File: config.mk
export PLATFORM = sky130hd
export DESIGN_NAME = sound_rom_responder
export DESIGN_NICKNAME = d
export VERILOG_FILES = /design/src/rtl/sound_rom_pkg.sv /design/src/rtl/sound_rom_array.sv /design/src/rtl/sound_rom_responder.sv
export SDC_FILE = /design/constraint.sdc
export NUM_CORES = 1
export LEC_CHECK = 0
export ABC_AREA = 1
export CORE_ASPECT_RATIO = 1.2
export CORE_MARGIN = 2
export CORE_UTILIZATION = 53
export CTS_CLUSTER_DIAMETER = 150
export CTS_CLUSTER_SIZE = 25
export DETAILED_ROUTE_END_ITERATION = 8
export PLACE_DENSITY = 0.79
export SLEW_MARGIN = 20
export SYNTH_ARGS = -nofsm -noshare
export SYNTH_HDL_FRONTEND = slang
export SYNTH_SLANG_ARGS = --single-unit
File: constraint.sdc
create_clock -name clk -period 2.4 [get_ports clk]
set_clock_uncertainty 0.15 [all_clocks]
set_input_delay 0.24 -clock clk [delete_from_list [all_inputs] [get_ports clk]]
set_output_delay 0.24 -clock clk [all_outputs]
set_load 0.01 [all_outputs]
File: src/rtl/sound_rom_pkg.sv
// Shared widths, FSM states and the sample-image contents for the sound ROM.
package sound_rom_pkg;
  localparam int ADDR_W_DEF  = 17;
  localparam int DATA_W_DEF  = 32;
  localparam int BURST_W_DEF = 4;
  localparam int SAMPLE_W    = 16;

  typedef enum logic {IDLE, BURST} state_e;

  // Sample image word at a given index: two packed samples, the index and its complement.
  function automatic logic [2*SAMPLE_W-1:0] sound_image_word(input logic [SAMPLE_W-1:0] idx);
    return {idx, ~idx};
  endfunction
endpackage

File: src/rtl/sound_rom_array.sv
// Synchronous single-port sample ROM: registered address, then READ_LATENCY-1
// data stages. Each stage loads only when the word it tracks moves through, so
// the final stage (readdata) holds between valid beats. Words at or beyond
// DEPTH_WORDS read as zero.
module sound_rom_array
  import sound_rom_pkg::*;
#(
  parameter int    ADDR_W       = ADDR_W_DEF,
  parameter int    DATA_W       = DATA_W_DEF,
  parameter int    DEPTH_WORDS  = 65536,
  parameter int    READ_LATENCY = 2,
  parameter string INIT_FILE    = "sound.mif"
) (
  input  logic                    clk,
  input  logic                    resetN,
  input  logic [READ_LATENCY-1:0] ld_i,     // [0]: address load, [j]: data stage j load
  input  logic [ADDR_W-1:0]       addr_i,
  output logic [DATA_W-1:0]       rdata_o
);
  localparam logic [ADDR_W:0] DEPTH_L = (ADDR_W+1)'(DEPTH_WORDS);
  // An empty image name yields a blank ROM.
  localparam bit BLANK = (INIT_FILE == "");

  logic [ADDR_W-1:0] addr_q;
  logic [DATA_W-1:0] word_c;

  // Address register, loaded once per issued word.
  always_ff @(posedge clk or negedge resetN) begin
    if (!resetN)      addr_q <= '0;
    else if (ld_i[0]) addr_q <= addr_i;
  end

  // Lookup with out-of-range masking.
  always_comb begin
    word_c = '0;
    if (!BLANK && ({1'b0, addr_q} < DEPTH_L))
      word_c = DATA_W'(sound_image_word(addr_q[SAMPLE_W-1:0]));
  end

  if (READ_LATENCY == 1) begin : g_lat1
    logic live_q;
    // Output follows the held address once a first word has been issued.
    always_ff @(posedge clk or negedge resetN) begin
      if (!resetN)      live_q <= 1'b0;
      else if (ld_i[0]) live_q <= 1'b1;
    end
    assign rdata_o = live_q ? word_c : '0;
  end else begin : g_latn
    logic [READ_LATENCY-1:1][DATA_W-1:0] dstage_q;
    // Data stages advance only with their tracked word.
    always_ff @(posedge clk or negedge resetN) begin
      if (!resetN) dstage_q <= '0;
      else begin
        if (ld_i[1]) dstage_q[1] <= word_c;
        for (int j = 2; j < READ_LATENCY; j++)
          if (ld_i[j]) dstage_q[j] <= dstage_q[j-1];
      end
    end
    assign rdata_o = dstage_q[READ_LATENCY-1];
  end
endmodule

File: src/rtl/sound_rom_responder.sv
// Avalon-MM read-only responder for the sound sample ROM. Single reads stream
// at one word per cycle; bursts hold waitrequest while the remaining words are
// issued. A valid shift register follows every issued word to readdatavalid.
module sound_rom_responder
  import sound_rom_pkg::*;
#(
  parameter int    ADDR_W       = ADDR_W_DEF,
  parameter int    DATA_W       = DATA_W_DEF,
  parameter int    BURST_W      = BURST_W_DEF,
  parameter int    DEPTH_WORDS  = 65536,
  parameter int    READ_LATENCY = 2,
  parameter string INIT_FILE    = "sound.mif"
) (
  input  logic               clk,
  input  logic               resetN,
  input  logic [ADDR_W-1:0]  avmm_data_addr,
  input  logic               avmm_data_read,
  input  logic [BURST_W-1:0] avmm_data_burstcount,
  output logic [DATA_W-1:0]  avmm_data_readdata,
  output logic               avmm_data_waitrequest,
  output logic               avmm_data_readdatavalid
);
  state_e                  state_q, state_d;
  logic [ADDR_W-1:0]       next_addr_q, next_addr_d, issue_addr;
  logic [BURST_W-1:0]      remain_q, remain_d, req_len;
  logic                    issue;
  logic [READ_LATENCY-1:0] vld_pipe_q, rom_ld;

  // A zero burstcount means a single word.
  assign req_len = (avmm_data_burstcount == '0) ? BURST_W'(1) : avmm_data_burstcount;

  // Next state, burst bookkeeping and the word issued this cycle.
  always_comb begin
    state_d     = state_q;
    next_addr_d = next_addr_q;
    remain_d    = remain_q;
    issue       = 1'b0;
    issue_addr  = next_addr_q;
    case (state_q)
      IDLE: begin
        if (avmm_data_read) begin
          issue       = 1'b1;
          issue_addr  = avmm_data_addr;
          next_addr_d = avmm_data_addr + ADDR_W'(1);
          remain_d    = req_len - BURST_W'(1);
          if (req_len != BURST_W'(1)) state_d = BURST;
        end
      end
      BURST: begin
        issue       = 1'b1;
        next_addr_d = next_addr_q + ADDR_W'(1);
        remain_d    = remain_q - BURST_W'(1);
        if (remain_q == BURST_W'(1)) state_d = IDLE;
      end
      default: state_d = IDLE;
    endcase
  end

  // FSM and burst registers.
  always_ff @(posedge clk or negedge resetN) begin
    if (!resetN) begin
      state_q     <= IDLE;
      next_addr_q <= '0;
      remain_q    <= '0;
    end else begin
      state_q     <= state_d;
      next_addr_q <= next_addr_d;
      remain_q    <= remain_d;
    end
  end

  // Valid shift register: bit k set means a word was issued k+1 cycles ago.
  always_ff @(posedge clk or negedge resetN) begin
    if (!resetN) vld_pipe_q <= '0;
    else begin
      vld_pipe_q[0] <= issue;
      for (int k = 1; k < READ_LATENCY; k++) vld_pipe_q[k] <= vld_pipe_q[k-1];
    end
  end

  // ROM stage loads line up with the valid bits of the word in each stage.
  always_comb begin
    rom_ld    = '0;
    rom_ld[0] = issue;
    for (int k = 1; k < READ_LATENCY; k++) rom_ld[k] = vld_pipe_q[k-1];
  end

  sound_rom_array #(
    .ADDR_W      (ADDR_W),
    .DATA_W      (DATA_W),
    .DEPTH_WORDS (DEPTH_WORDS),
    .READ_LATENCY(READ_LATENCY),
    .INIT_FILE   (INIT_FILE)
  ) u_rom (
    .clk    (clk),
    .resetN (resetN),
    .ld_i   (rom_ld),
    .addr_i (issue_addr),
    .rdata_o(avmm_data_readdata)
  );

  assign avmm_data_waitrequest   = (state_q == BURST);
  assign avmm_data_readdatavalid = vld_pipe_q[READ_LATENCY-1];
endmodule

==> impl_results.md, run 1 <==
- Slew at the pin with the worst max-slew slack: 0.598 ns
- Slowest-stage cell, CP: dfrtp_1
- Final wirelength: 7810 µm
- Leakage power total: 2.13 nW
- Nets: 503
- Most common cell after layout, fill and taps aside: nand2_1
- Routed Antenna Nets: 0
- Post-route cell area: 0.00447 mm²
- CTS max path bufs: 2
- Wire length per cell: 13.8 µm
- Sum of buffers and inverters on the critical path: 1
- R2R Path Start: avmm_data_waitrequest
- PD cells: 1370 mW/mm²
- DR iter-0 viols: 188
- Commonest cells after routing, fill and taps aside: nand2_1 (99), dfrtp_1 (73), inv_1 (68), clkdlybuf4s50_1 (56), o22ai_1 (32)
- Crit share post-route: 0.811
- Ys Warns: 0
- First drt pass iteration count: 4
- Hold Startpoint: u_rom.addr_q[4]
- Flop and latch count out of synthesis: 73
- FMAX: 0.514 GHz
- Register-to-Register Path Depth: 9
- Fin. Hold Viols: 0
- Ports: 58
- # diodes: 0
- Placeable Area: 0.00649 mm²
- Die H: 94.0 µm
- Syn Nets: 443
- Seq/Total Area, Yosys: 0.510
- Die area: 0.00743 mm²
- DR vias: 2,923
- Delay-heaviest family, CP: simple AND/OR/NAND/NOR gates
- Num Clock Sinks: 73
- GP Congestion: 0.921
- CP max stage delay: 0.43 ns
- Crit end category: flop
- Crit path from: avmm_data_waitrequest
- VDD IR-drop max: 714 µV
- Drc violations: 0
- Final core occ: 0.690
- Layout cells sized above 1: 0.148
- Mapped cell area: 0.00358 mm²
- RSZ-0062 raised after global routing: false
- Placed Area: 0.00422 mm²
- Hold depth: 1
- Cell Rows: 32
- Worst-path fanout max: 13
- Mapped Cells: 415
- Initial core utilization: 0.552
- Tmin final: 1.95 ns
- Largest net degree at the start of global routing: 40
- Syn avg cell area: 8.63 µm²
- Die W: 79.0 µm
- Vias per cell: 5.17
- Slew Limit Headroom: 0.601
- Levels on crit path: 9
- HPWL after DPL: 5480 µm
- Initial antenna violation count: 0
- All-layer global routing usage: 0.232
- Root buffer cell: clkbuf_8
- Worst-path clk slew: 0.08 ns
- WS Path Type: flop to flop
- First-pass GRT wire length: 13,500 µm
- Max-slew violation count: 0
- # H-tree levels: 3
- Setup crit start kind: flop
- Max cap viols: 0
- Final Setup Violations: 0
- GR Overflow Total: 0
- Clock latency on the worst-skew pair: 0.35 ns
- WP data required: 2.49 ns
- TritonCTS clock tree: yes
- HP Class: flop to flop
- Fill cell total of the finished layout: 500
- Setup TNS: 0 ns
- Number of distinct library cells after synthesis: 32
- Status: complete, no violations
- Num CTS Buffers: 9
- Area Growth Syn to Fin: 24.9%
- Vias in the first global route: 2,876
- Worst path arrival time: 2.03 ns
- Worst-path cell chain: inv_2 -> nand2_1 -> nand2_2 -> ha_1 -> nand3_2 -> nor2_4 -> nand2_1 -> o21ai_1 -> o21ai_1
- PortBufs: 57
-- routing by layer --
| layer | global-route usage | vias up | wire, µm |
|---|---|---|---|
| li1 | - | 1456 | - |
| met1 | 0.316 | 1372 | 3440 |
| met3 | 0.0433 | 16 | 371 |
| met2 | 0.379 | 79 | 3840 |
| met4 | 0.0747 | 0 | 161 |
| met5 | 0 | - | 0 |
-- where the power goes --
| group | switching [mW] | internal (mW) |
|---|---|---|
| logic | 1.60 | 1.21 |
| registers | 0.332 | 1.82 |
| clock network | 0.472 | 0.696 |
| total | 2.41 | 3.73 |
-- worst register-to-register path, delay by kind of cell, from the launching register on --
family                   cells  cell delay [ns]
buffers and inverters        1             0.21
flip-flops                   1             0.43
AND/OR/NAND/NOR              5             0.64
AO/OA/AOI/OAI                2             0.21
adder cells (fa/ha/maj)      1             0.21
-- cells by family after synthesis --
group	share of synthesized area
AOI/OAI and AO/OA	0.135
adders and majority gates	0.0140
xor gates and xnor gates	0.0122
buffers and inverters	0.104
DFF	0.510
and+or+nand+nor	0.225
-- Yosys cell counts, drive strengths merged --
cell type	count	share of area
nand2	124	0.16
inv	75	0.079
dfrtp	73	0.51
o22ai	32	0.056
nand3	19	0.031
nor2	18	0.028
o21ai	17	0.026
o211ai	15	0.031
buf	11	0.019
a21oi	6	0.0084
clkbuf	6	0.0063
ha	4	0.014
o221ai	3	0.0073
xor2	3	0.0073
a31oi	2	0.0035
nand4	2	0.0035
xnor2	2	0.0049
nor3	1	0.0045
o21a	1	0.0021
or2	1	0.0017
-- cell type report --
type	count	area [µm²]	area share
clock buffer	10	128	0.0285
sequential	73	1830	0.408
tap	85	106	0.0238
clock inverter	6	115	0.0257
timing repair buffer	66	636	0.142
inverter	75	282	0.0629
multi-input combinational	250	1380	0.309
-- flip-flops by register name (all words and copies together) (netlist names) --
| name | cells |
|---|---|
| avmm_data_waitrequest | 1 |
| next_addr_q | 17 |
| remain_q | 4 |
| u_rom.addr_q | 17 |
| u_rom.rdata_o | 32 |
| vld_pipe_q | 2 |
-- what timing repair did --
action	4_1_cts	5_1_grt
resized for setup	0	0
endpoints found under the hold margin	73	0
hold buffers	1	0
buffers inserted	0	0
-- through the flow --
step / std cells / worst slack, ns / total power [mW] / hold WS [ns]
5_1_grt: 565 / 0.324 / 6.59 / 0.322
6_report: 565 / 0.454 / 6.14 / 0.307
2_1_floorplan: 415 / 0.614 / 3.95 / -0.206
3_3_place_gp: 548 / 0.446 / 4.87 / 0.170
3_5_place_dp: 548 / 0.427 / 4.97 / 0.176
4_1_cts: 565 / 0.451 / 6.16 / 0.303
-- path summary, 6_finish.rpt --
| path | end | slack [ns] |
|---|---|---|
| worst min register to register | u_rom.rdata_o[4] | 0.31 |
| worst max register to register | next_addr_q[10] | 0.45 |
| max in group asynchronous | u_rom.rdata_o[13] | 1.42 |
| worst max-delay path | next_addr_q[10] | 0.45 |
| worst min-delay path | u_rom.rdata_o[4] | 0.31 |
| min in group asynchronous | avmm_data_waitrequest | 0.32 |
Power figures use the tool's default switching activity.
==> inputs of run 2 (changes only) <==
CORE_UTILIZATION = 48   (was 53)
PLACE_DENSITY = 0.76   (was 0.79)
clock period = 1.6 ns   (was 2.4 ns; I/O delays follow)
==> impl_results.md, run 2 (same netlist as run 1, synthesis figures left out) <==
- First drt pass iteration count: 5 (+1)
- Drc violations: 0 (unchanged)
- Worst-path fanout max: 16 (+3)
- Slew at the pin with the worst max-slew slack: 0.391 ns (-0.206 ns)
- Final wirelength: 9450 µm (+21%)
- Fill cell total of the finished layout: 506 (+1.2%)
- Wire length per cell: 15.3 µm (+11%)
- Area Growth Syn to Fin: 43.4%
- Cell Count, Final, Fillers Out: 616 (+9.0%)
- Die W: 82.8 µm (+4.8%)
- Worst path arrival time: 1.87 ns (-0.16 ns)
- HP Class: primary input to async pin
- Routed Antenna Nets: 0 (unchanged)
- # diodes: 0 (unchanged)
- Flop2flop setup slack: -0.19 ns (-0.64 ns)
- Max cap viols: 0 (unchanged)
- DR iter-0 viols: 214 (+14%)
- Crit end category: flop
- Cell Rows: 34 (+6.3%)
- Most common cell after layout, fill and taps aside: nand2_1
- Fin. Hold Viols: 0 (unchanged)
- DR vias: 3,275 (+12%)
- Root buffer cell: clkbuf_8
- Failing checks: negative setup slack
- Largest net degree at the start of global routing: 74 (+85%)
- Worst-path cell chain: buf_12 -> buf_4 -> nand2_4 -> nand2_4 -> nand2_2 -> nor2_4 -> nand2_1 -> o21ai_1 -> o21ai_1
- Pre-CTS setup slack: -0.264 ns (-0.691 ns)
- VDD IR-drop max: 1040 µV (+46%)
- Number of flip-flops in the largest register: 32 (unchanged)
- Crit share post-route: 1.12 (+0.307)
- Setup crit start kind: flop
- HPWL after DPL: 6120 µm (+12%)
- WP data required: 1.69 ns (-0.80 ns)
- Tmin final: 1.79 ns (-0.158 ns)
- Initial core utilization: 0.495 (-0.0569)
- # H-tree levels: 3 (unchanged)
- WS Path Type: flop to flop
- Layout cells sized above 1: 0.274 (+0.126)
- RSZ-0062 raised after global routing: true
- FMAX: 0.559 GHz (+8.8%)
- Setup TNS: -1.37 ns (-1.37 ns)
- Initial antenna violation count: 0 (unchanged)
- Placed Area: 0.00461 mm² (+9.3%)
- GR Overflow Total: 0 (unchanged)
- Commonest cells after routing, fill and taps aside: nand2_1 (83), dfrtp_1 (72), inv_1 (68), clkdlybuf4s50_1 (52), buf_4 (40)
- CP max stage delay: 0.44 ns (about the same)
- Nets: 549 (+9.1%)
- Sequential cell area: 0.00183 mm² (about the same)
- Hold Slack: 0.199 ns (-0.108 ns)
- Multi-input gate area: 0.00157 mm² (+13%)
- Worst-path clk slew: 0.08 ns (about the same)
- Die area: 0.00817 mm² (+9.9%)
- Placed cells: 588 (+7.3%)
- Status: complete, but fails checks
- Min setup slack post-route: -0.188 ns (-0.642 ns)
- Ports: 58 (unchanged)
- Die H: 98.6 µm (+4.9%)
- Vias in the first global route: 3,258 (+13%)
- Num Clock Sinks: 73 (unchanged)
- CTS max path bufs: 2 (unchanged)
- Slew Limit Headroom: 0.739 (+0.138)
- Slowest-stage cell, CP: dfrtp_2
- Post-route cell area: 0.00514 mm² (+15%)
- GP Congestion: 0.891 (-3.3%)
- Vias per cell: 5.32 (+2.8%)
- All-layer global routing usage: 0.225 (-0.00722)
- Num CTS Buffers: 9 (unchanged)
- Clock latency on the worst-skew pair: 0.36 ns (about the same)
- PortBufs: 57 (unchanged)
- PD cells: 2080 mW/mm² (+51%)
- Placeable Area: 0.00723 mm² (+11%)
- TritonCTS clock tree: yes
- Final Setup Violations: 13 (+13)
- Leakage power total: 2.50 nW (+17%)
- Max-slew violation count: 0 (unchanged)
- First-pass GRT wire length: 14,900 µm (+10%)
==> run 2: worst max-delay path: cells and delay by family (launching register included) <==
family	cells	cell delay [ns]
AND/OR/NAND/NOR	5	0.51
flip-flops	1	0.44
buffers and inverters	2	0.31
AO/OA/AOI/OAI	2	0.26
==> run 2: path summary, 6_finish.rpt <==
| path | depth (start not counted) | startpoint | end |
|---|---|---|---|
| max reg2reg | 9 | avmm_data_waitrequest | next_addr_q[10] |
| min in group clk | 3 | avmm_data_addr[5] | u_rom.addr_q[5] |
| min reg2reg | 1 | u_rom.addr_q[1] | u_rom.rdata_o[1] |
| max in group asynchronous | 3 | resetN | u_rom.rdata_o[10] |
| max | 9 | avmm_data_waitrequest | next_addr_q[10] |
| min | 3 | resetN | remain_q[3] |
==> run 2: final cells by class <==
cell class	count	area share
timing repair buffer	112	0.214
inverter	75	0.0563
sequential	73	0.356
multi-input combinational	250	0.305
tap	90	0.0219
clock buffer	10	0.0248
clock inverter	6	0.0219
==> run 2: report_power, final <==
group | total, mW | switching (mW) | internal, mW
Combinational | 5.61 | 2.97 | 2.65
Clock | 1.78 | 0.738 | 1.05
Sequential | 3.27 | 0.535 | 2.74
Total | 10.7 | 4.24 | 6.43
==> run 2: routing by layer <==
| metal | wire length [µm] | track usage | vias to the layer above |
|---|---|---|---|
| li1 | - | - | 1547 |
| met1 | 3980 | 0.278 | 1596 |
| met2 | 4820 | 0.393 | 106 |
| met3 | 336 | 0.0260 | 26 |
| met4 | 311 | 0.110 | 0 |
| met5 | 0 | 0 | - |
==> run 2: what timing repair did <==
item / CTS / global route
setup endpoints to repair: 14 / 18
resized for setup: 17 / 34
pin swaps: 7 / 7
setup buffers: 2 / 9
hold buffers: 1 / 0
hold endpoints to repair: 73 / 0
==> run 2: through the flow <==
stage / utilization / power [mW]
global placement: 0.638 / 8.04
finish: 0.710 / 10.7
detailed placement: 0.638 / 8.27
floorplan: - / 6.01
CTS: 0.682 / 10.2
global route: 0.710 / 11.3
